## src/rtl/iob_fifo_burst_rd_pkg.sv

```systemverilog
// Shared types and helpers for the iob_fifo_burst_rd read-side burst controller.
package iob_fifo_burst_rd_pkg;

    typedef enum logic [1:0] {
        IDLE = 2'd0,
        REQ  = 2'd1,
        XFER = 2'd2
    } burst_state_t;

    function automatic int blen_width(input int burst_max);
        return $clog2(burst_max) + 1;
    endfunction

    // A requested length of 0 means one word; anything above burst_max saturates.
    function automatic int clamp_len(input int len, input int burst_max);
        if (len < 1) return 1;
        if (len > burst_max) return burst_max;
        return len;
    endfunction

endpackage

```

## src/rtl/iob_skid_buf2.sv

```systemverilog
// Two-entry valid/ready output buffer carrying a last-beat tag per entry.
// occupancy reports the entries still held once this cycle's dequeue is taken.
module iob_skid_buf2 #(
    parameter int DATA_W = 32
) (
    input  logic              clk,
    input  logic              arst_n,
    input  logic              clr,
    input  logic              in_valid,
    input  logic [DATA_W-1:0] in_data,
    input  logic              in_last,
    output logic              out_valid,
    output logic [DATA_W-1:0] out_data,
    output logic              out_last,
    input  logic              out_ready,
    output logic [1:0]        occupancy
);

    logic [DATA_W-1:0] data_q [2];
    logic [1:0]        last_q;
    logic              wr_ptr_q;
    logic              rd_ptr_q;
    logic [1:0]        count_q;
    logic              deq;

    assign out_valid = (count_q != 2'd0);
    assign out_data  = data_q[rd_ptr_q];
    assign out_last  = out_valid & last_q[rd_ptr_q];
    assign deq       = out_valid & out_ready;
    assign occupancy = count_q - {1'b0, deq};

    always_ff @(posedge clk or negedge arst_n) begin
        if (!arst_n) begin
            data_q[0] <= '0;
            data_q[1] <= '0;
            last_q    <= '0;
            wr_ptr_q  <= 1'b0;
            rd_ptr_q  <= 1'b0;
            count_q   <= 2'd0;
        end else if (clr) begin
            data_q[0] <= '0;
            data_q[1] <= '0;
            last_q    <= '0;
            wr_ptr_q  <= 1'b0;
            rd_ptr_q  <= 1'b0;
            count_q   <= 2'd0;
        end else begin
            if (in_valid) begin
                data_q[wr_ptr_q] <= in_data;
                last_q[wr_ptr_q] <= in_last;
                wr_ptr_q         <= ~wr_ptr_q;
            end
            if (deq) begin
                rd_ptr_q <= ~rd_ptr_q;
            end
            count_q <= count_q + {1'b0, in_valid} - {1'b0, deq};
        end
    end

endmodule

```

## src/rtl/iob_fifo_burst_rd.sv

```systemverilog
// Read-side burst controller for one sync FIFO: decides when to drain, negotiates a
// burst via req/ack, pops the granted count and streams it out. Option: IOB_FIFO_BURST_RD_STATS_EN.
//   state | meaning
//   IDLE  | watching level / partial-burst timer
//   REQ   | burst_req high, burst_len frozen until burst_ack
//   XFER  | popping granted words and streaming them out
module iob_fifo_burst_rd
    import iob_fifo_burst_rd_pkg::*;
#(
    parameter int DATA_W    = 32,
    parameter int ADDR_W    = 4,
    parameter int BURST_MAX = 8,
    parameter int TIMEOUT_W = 8,
    parameter int BLEN_W    = blen_width(BURST_MAX)
) (
    input  logic                 clk,
    input  logic                 arst_n,
    input  logic                 rst,
    input  logic                 cfg_en,
    input  logic [BLEN_W-1:0]    cfg_burst_len,
    input  logic [TIMEOUT_W-1:0] cfg_timeout,
    input  logic [ADDR_W:0]      fifo_level,
    input  logic                 fifo_r_empty,
    output logic                 fifo_r_en,
    input  logic [DATA_W-1:0]    fifo_r_data,
    output logic                 burst_req,
    output logic [BLEN_W-1:0]    burst_len,
    input  logic                 burst_ack,
    output logic                 m_valid,
    output logic [DATA_W-1:0]    m_data,
    output logic                 m_last,
    input  logic                 m_ready,
    output logic                 busy
`ifdef IOB_FIFO_BURST_RD_STATS_EN
    ,
    output logic [15:0]          stat_bursts,
    output logic [15:0]          stat_partial
`endif
);

    localparam int LVL_W = ADDR_W + 1;
    localparam logic [TIMEOUT_W-1:0] TCNT_MAX = {TIMEOUT_W{1'b1}};

    burst_state_t          state_q, state_d;
    logic [TIMEOUT_W-1:0]  tcnt_q;
    logic [BLEN_W-1:0]     len_q;
    logic [BLEN_W-1:0]     pops_left_q;
    logic [BLEN_W-1:0]     beats_left_q;
    logic                  inflight_q;
    logic                  inflight_last_q;

    logic [BLEN_W-1:0]     eff_len;
    logic [LVL_W-1:0]      eff_len_lvl;
    logic                  full_trig;
    logic                  part_zone;
    logic                  part_trig;
    logic                  start_burst;
    logic                  beat_fire;
    logic                  last_handshake;
    logic [1:0]            buf_occ;
    logic                  pop_room;

    assign eff_len     = BLEN_W'(clamp_len(int'(cfg_burst_len), BURST_MAX));
    assign eff_len_lvl = LVL_W'(eff_len);

    assign full_trig = (fifo_level >= eff_len_lvl);
    assign part_zone = (fifo_level != '0) && !full_trig;
    assign part_trig = part_zone && (cfg_timeout != '0) && (tcnt_q == cfg_timeout);

    assign beat_fire      = m_valid & m_ready;
    assign last_handshake = (state_q == XFER) && beat_fire && (beats_left_q == BLEN_W'(1));

    // Buffer occupancy already accounts for this cycle's dequeue, so streaming sustains one beat per cycle.
    assign pop_room  = (({1'b0, buf_occ} + {2'b00, inflight_q}) < 3'd2);
    assign fifo_r_en = (state_q == XFER) && (pops_left_q != '0) && !fifo_r_empty && pop_room && !rst;

    assign burst_len = len_q;
    assign busy      = (state_q != IDLE);

    always_comb begin
        state_d     = state_q;
        burst_req   = 1'b0;
        start_burst = 1'b0;
        case (state_q)
            IDLE: begin
                if (cfg_en && (full_trig || part_trig)) begin
                    state_d     = REQ;
                    start_burst = 1'b1;
                end
            end
            REQ: begin
                burst_req = 1'b1;
                if (burst_ack) state_d = XFER;
            end
            XFER: begin
                if (last_handshake) state_d = IDLE;
            end
            default: state_d = IDLE;
        endcase
    end

    always_ff @(posedge clk or negedge arst_n) begin
        if (!arst_n) begin
            state_q         <= IDLE;
            tcnt_q          <= '0;
            len_q           <= '0;
            pops_left_q     <= '0;
            beats_left_q    <= '0;
            inflight_q      <= 1'b0;
            inflight_last_q <= 1'b0;
        end else if (rst) begin
            state_q         <= IDLE;
            tcnt_q          <= '0;
            len_q           <= '0;
            pops_left_q     <= '0;
            beats_left_q    <= '0;
            inflight_q      <= 1'b0;
            inflight_last_q <= 1'b0;
        end else begin
            state_q <= state_d;

            if ((state_q != IDLE) || (state_d != IDLE) || !part_zone) begin
                tcnt_q <= '0;
            end else if (tcnt_q != TCNT_MAX) begin
                tcnt_q <= tcnt_q + TIMEOUT_W'(1);
            end

            if (start_burst) begin
                len_q <= full_trig ? eff_len : BLEN_W'(fifo_level);
            end

            if ((state_q == REQ) && burst_ack) begin
                pops_left_q  <= len_q;
                beats_left_q <= len_q;
            end else begin
                if (fifo_r_en) pops_left_q <= pops_left_q - BLEN_W'(1);
                if (beat_fire) beats_left_q <= beats_left_q - BLEN_W'(1);
            end

            inflight_q      <= fifo_r_en;
            inflight_last_q <= fifo_r_en && (pops_left_q == BLEN_W'(1));
        end
    end

    iob_skid_buf2 #(
        .DATA_W (DATA_W)
    ) u_skid (
        .clk       (clk),
        .arst_n    (arst_n),
        .clr       (rst),
        .in_valid  (inflight_q),
        .in_data   (fifo_r_data),
        .in_last   (inflight_last_q),
        .out_valid (m_valid),
        .out_data  (m_data),
        .out_last  (m_last),
        .out_ready (m_ready),
        .occupancy (buf_occ)
    );

`ifdef IOB_FIFO_BURST_RD_STATS_EN
    logic [15:0] stat_bursts_q;
    logic [15:0] stat_partial_q;

    always_ff @(posedge clk or negedge arst_n) begin
        if (!arst_n) begin
            stat_bursts_q  <= '0;
            stat_partial_q <= '0;
        end else if (rst) begin
            stat_bursts_q  <= '0;
            stat_partial_q <= '0;
        end else begin
            if (last_handshake && (stat_bursts_q != 16'hFFFF)) begin
                stat_bursts_q <= stat_bursts_q + 16'd1;
            end
            if (start_burst && !full_trig && (stat_partial_q != 16'hFFFF)) begin
                stat_partial_q <= stat_partial_q + 16'd1;
            end
        end
    end

    assign stat_bursts  = stat_bursts_q;
    assign stat_partial = stat_partial_q;
`endif

endmodule

```

## config.mk

```make
export PLATFORM = sky130hd
export DESIGN_NAME = iob_fifo_burst_rd
export DESIGN_NICKNAME = d
export VERILOG_FILES = /design/src/rtl/iob_fifo_burst_rd_pkg.sv /design/src/rtl/iob_skid_buf2.sv /design/src/rtl/iob_fifo_burst_rd.sv
export SDC_FILE = /design/constraint.sdc
export NUM_CORES = 1
export LEC_CHECK = 0
export BUFFER_PORTS_ARGS = -buffer_cell sky130_fd_sc_hd__clkbuf_2
export CAP_MARGIN = 25
export CORE_ASPECT_RATIO = 0.75
export CORE_UTILIZATION = 45
export DETAILED_ROUTE_END_ITERATION = 6
export GPL_TIMING_DRIVEN = 0
export PLACE_DENSITY = 0.68
export SLEW_MARGIN = 20
export SYNTH_ARGS = -nofsm -noshare
export SYNTH_HDL_FRONTEND = slang
export SYNTH_SLANG_ARGS = --single-unit
```

## constraint.sdc

```tcl
create_clock -name clk -period 3.05 [get_ports clk]
set_input_delay 0.1525 -clock clk [delete_from_list [all_inputs] [get_ports clk]]
set_output_delay 0.1525 -clock clk [all_outputs]
set_load 0.03 [all_outputs]
```

==> run_results.csv <==
group,metric,value,unit
min_path,min_path_cells,2,
cts,clockBufferDepth,2,
cts,cts_buffers,9,
final_layout,layout-drive-gt1-share,32.7,%
pwr,p_leak,2.76,nW
logic_synthesis,synth-edff-count,0,
timing,setup_tns,0,ns
timing,timing.final.crit_share,96.0,%
route,drc_errors,0,
place,place_congestion,0.818,
timing,finalSetupViolations,0,
timing,fmax,0.342,GHz
timing,fin_crit,2.93,ns
floorplanning,dieArea,10300,sq um
route,vias,3342,
place,place_hpwl,6820,um
logic_synthesis,async_flop_share,100,%
grt,grt_usage,20.2,%
route,antenna_left,0,
route,dr.pass1.iters,4,
min_path,min_from,"fifo_r_data[17]",
logic_synthesis,synth_area_leaders,"dfrtp_1 53%, a22o_1 13%, mux2_2 8.1%",
logic_synthesis,yosysTopAreaCellShare,52.8,%
worst_setup_path,cp-start-kind,"register",
logic_synthesis,ys_ff_latch,94,
pwr,p_per_area,521,nW/um^2
logic_synthesis,ys_warn_count,0,
floorplanning,start_util,46.3,%
route,viasPerCell,5.37,
cts,clk_pin_slew,0.07,ns
flow_run,cap_violations,0,
logic_synthesis,synth.most_common_cell,"dfrtp_1",
timing,finClkSkew,0.00698,ns
floorplanning,die_h,88.2,um
route,drt_wl_total,10100,um
logic_synthesis,synth_cells,374,
place,placed_area,5110,sq um
cts,htree_levels,3,
logic_synthesis,synthTopCellsByCount,"94 x dfrtp_1, 66 x a22o_1, 32 x mux2_2",
cts,root_buffer,"clkbuf_16",
grt,grt_max_degree,95,
grt,grt_pass1_vias,3173,
worst_setup_path,path_max_fanout,5,
logic_synthesis,synth.net_count,443,
timing,drv_slew,0,
logic_synthesis,ys_types,37,
final_layout,antennaDiodeCount,0,
worst_setup_path,end_kind,"output pin",
worst_setup_path,worstSetupPathType,"reg -> out",
worst_setup_path,required,2.90,ns
worst_setup_path,r2r_setup_slack,0.27,ns
worst_setup_path,cp.arrival,2.78,ns
logic_synthesis,yosysSeqAreaShare,52.8,%
floorplanning,die_x,117,um
timing,slew_headroom,44.9,%
cts,clkLatencyLatePin,0.33,ns
final_layout,final_net_count,555,
grt,antenna_found_initial,0,
final_layout,stdcell_area,5470,sq um
cts,cts_tree,"yes",
grt,gr-total-overflow,0,
logic_synthesis,yosys_most_used_dff,"dfrtp_1",
route,drt_iter0_drc,146,
floorplanning,rows,31,
logic_synthesis,syn_area,4450,sq um
cts,clock-sinks,94,
timing,tightest_slew,0.824,ns
worst_setup_path,reg2reg_to,"pops_left_q[3]",
min_path,hold_path_end,"u_skid.data_q[17]",
min_path,hp-class,"in -> reg",
place,numPortBuffers,96,
grt,grt_pass1_wl,15800,um
final_layout,syn2layout_area_growth,22.9,%
final_layout,fin_util,56.9,%
worst_setup_path,reg2regPathDepth,13,
worst_setup_path,r2r_start,"u_skid.count_q[1]",
logic_synthesis,yosys.area.top_type,"dfrtp_1",
route,detail_route.wl_per_cell,16.2,um
logic_synthesis,syn_area_per_cell,11.9,sq um
pwr,ir_drop,0.268,mV
floorplanning,io_pins,97,
outcome,status,"finished, final reports clean",
timing,hold_viol,0,
floorplanning,fp.coreArea,9620,sq um
==> timing repair <==
item | 4_1_cts | 5_1_grt
setup buffers | 0 | 4
endpoints found under the setup margin | 1 | 1
hold buffers | 1 | 0
hold endpoints to repair | 94 | 0
pin swaps | 1 | 1
gates resized for setup | 7 | 2
==> through the flow <==
stage,power [mW],hold WS [ns],worst slack (ns),instances
3_3_place_gp,1.74,0.387,0.0257,602
6_report,2.85,0.0499,0.122,622
5_1_grt,2.99,0.0428,-0.0109,622
2_1_floorplan,1.59,-0.143,0.00844,374
4_1_cts,2.88,0.0371,0.0281,618
3_5_place_dp,1.75,0.280,0.0225,602
==> cell usage in the layout, fill, tap and decap left out, types with 3 or more instances in the layout <==
cell type and count:
dfrtp_1 94, clkbuf_2 94, a22o_1 66, mux2_2 32
clkbuf_1 17, a21oi_1 17, inv_1 16, nor2_1 16
xor2_1 15, ha_1 13, nand2_1 12, clkbuf_16 9
xnor2_1 8, nand4_1 7, mux2i_1 6, nor4_1 5
nor3_1 5, buf_4 4, buf_1 3, nor2b_1 3
nand2b_1 3, a31oi_1 3, o21bai_1 3, clkinvlp_4 3
==> worst max path at each step <==
stage | from | endpoint | slack (ns) | cells past startpoint
floorplan | u_skid.count_q[1] | inflight_last_q | 0.008 | 11
global placement | u_skid.count_q[1] | fifo_r_en | 0.03 | 11
detailed placement | u_skid.count_q[1] | fifo_r_en | 0.02 | 11
CTS | u_skid.count_q[1] | fifo_r_en | 0.03 | 11
global route | u_skid.count_q[1] | fifo_r_en | -0.01 | 11
finish | u_skid.count_q[1] | fifo_r_en | 0.12 | 11
==> area by class of cell <==
cell class	count	area [sq um]
Sequential cell	94	2350
Clock inverter	6	70.1
Inverter	17	63.8
Buffer	20	75.1
Multi-Input combinational cell	243	1980
Clock buffer	9	225
Fill cell	867	4150
Timing Repair Buffer	101	538
Tap cell	132	165
==> report_power, final <==
group / total [mW] / internal [mW] / switching (mW) / leakage [nW]
clock: 1.11 / 0.636 / 0.472 / 0.135
sequential: 1.31 / 1.28 / 0.0290 / 1.31
combinational: 0.435 / 0.172 / 0.264 / 1.31
==> registers in the layout (all words and copies together), names as in the netlist <==
name	cells
u_skid.data_q	64
u_skid.rd_ptr_q	1
u_skid.last_q	2
burst_len	4
state_q	2
inflight_last_q	1
u_skid.wr_ptr_q	1
beats_left_q	4
inflight_q	1
tcnt_q	8
pops_left_q	4
u_skid.count_q	2
==> worst max-delay path, cell delays in order, from the launching register on <==
cell and delay [ns]:
dfrtp_1 0.41, nor2_2 0.11, inv_1 0.09, nand2_4 0.12, inv_2 0.07, ha_1 0.28
inv_1 0.04, ha_1 0.19, or4b_4 0.49, a211o_4 0.35, nor2_4 0.12, clkbuf_8 0.18
==> logic make-up (layout without fill, tap and decap cells) <==
group | count (synthesis) | in the layout | synth area share [%]
AO/OA/AOI/OAI | 99 | 99 | 17.7
flip-flops | 94 | 94 | 52.8
AND/OR/NAND/NOR | 70 | 70 | 8.71
multiplexers | 38 | 38 | 9.44
buffers and inverters | 37 | 153 | 3.12
XOR/XNOR | 23 | 23 | 4.52
adder cells (fa/ha/maj) | 13 | 13 | 3.65
==> metal layers <==
metal	track usage, %	share of wire, %
met3	5.05	4.4
met1	30.0	50
met4	5.18	0.76
met2	29.3	44
met5	0	0
(Power assumes the default switching activity.)
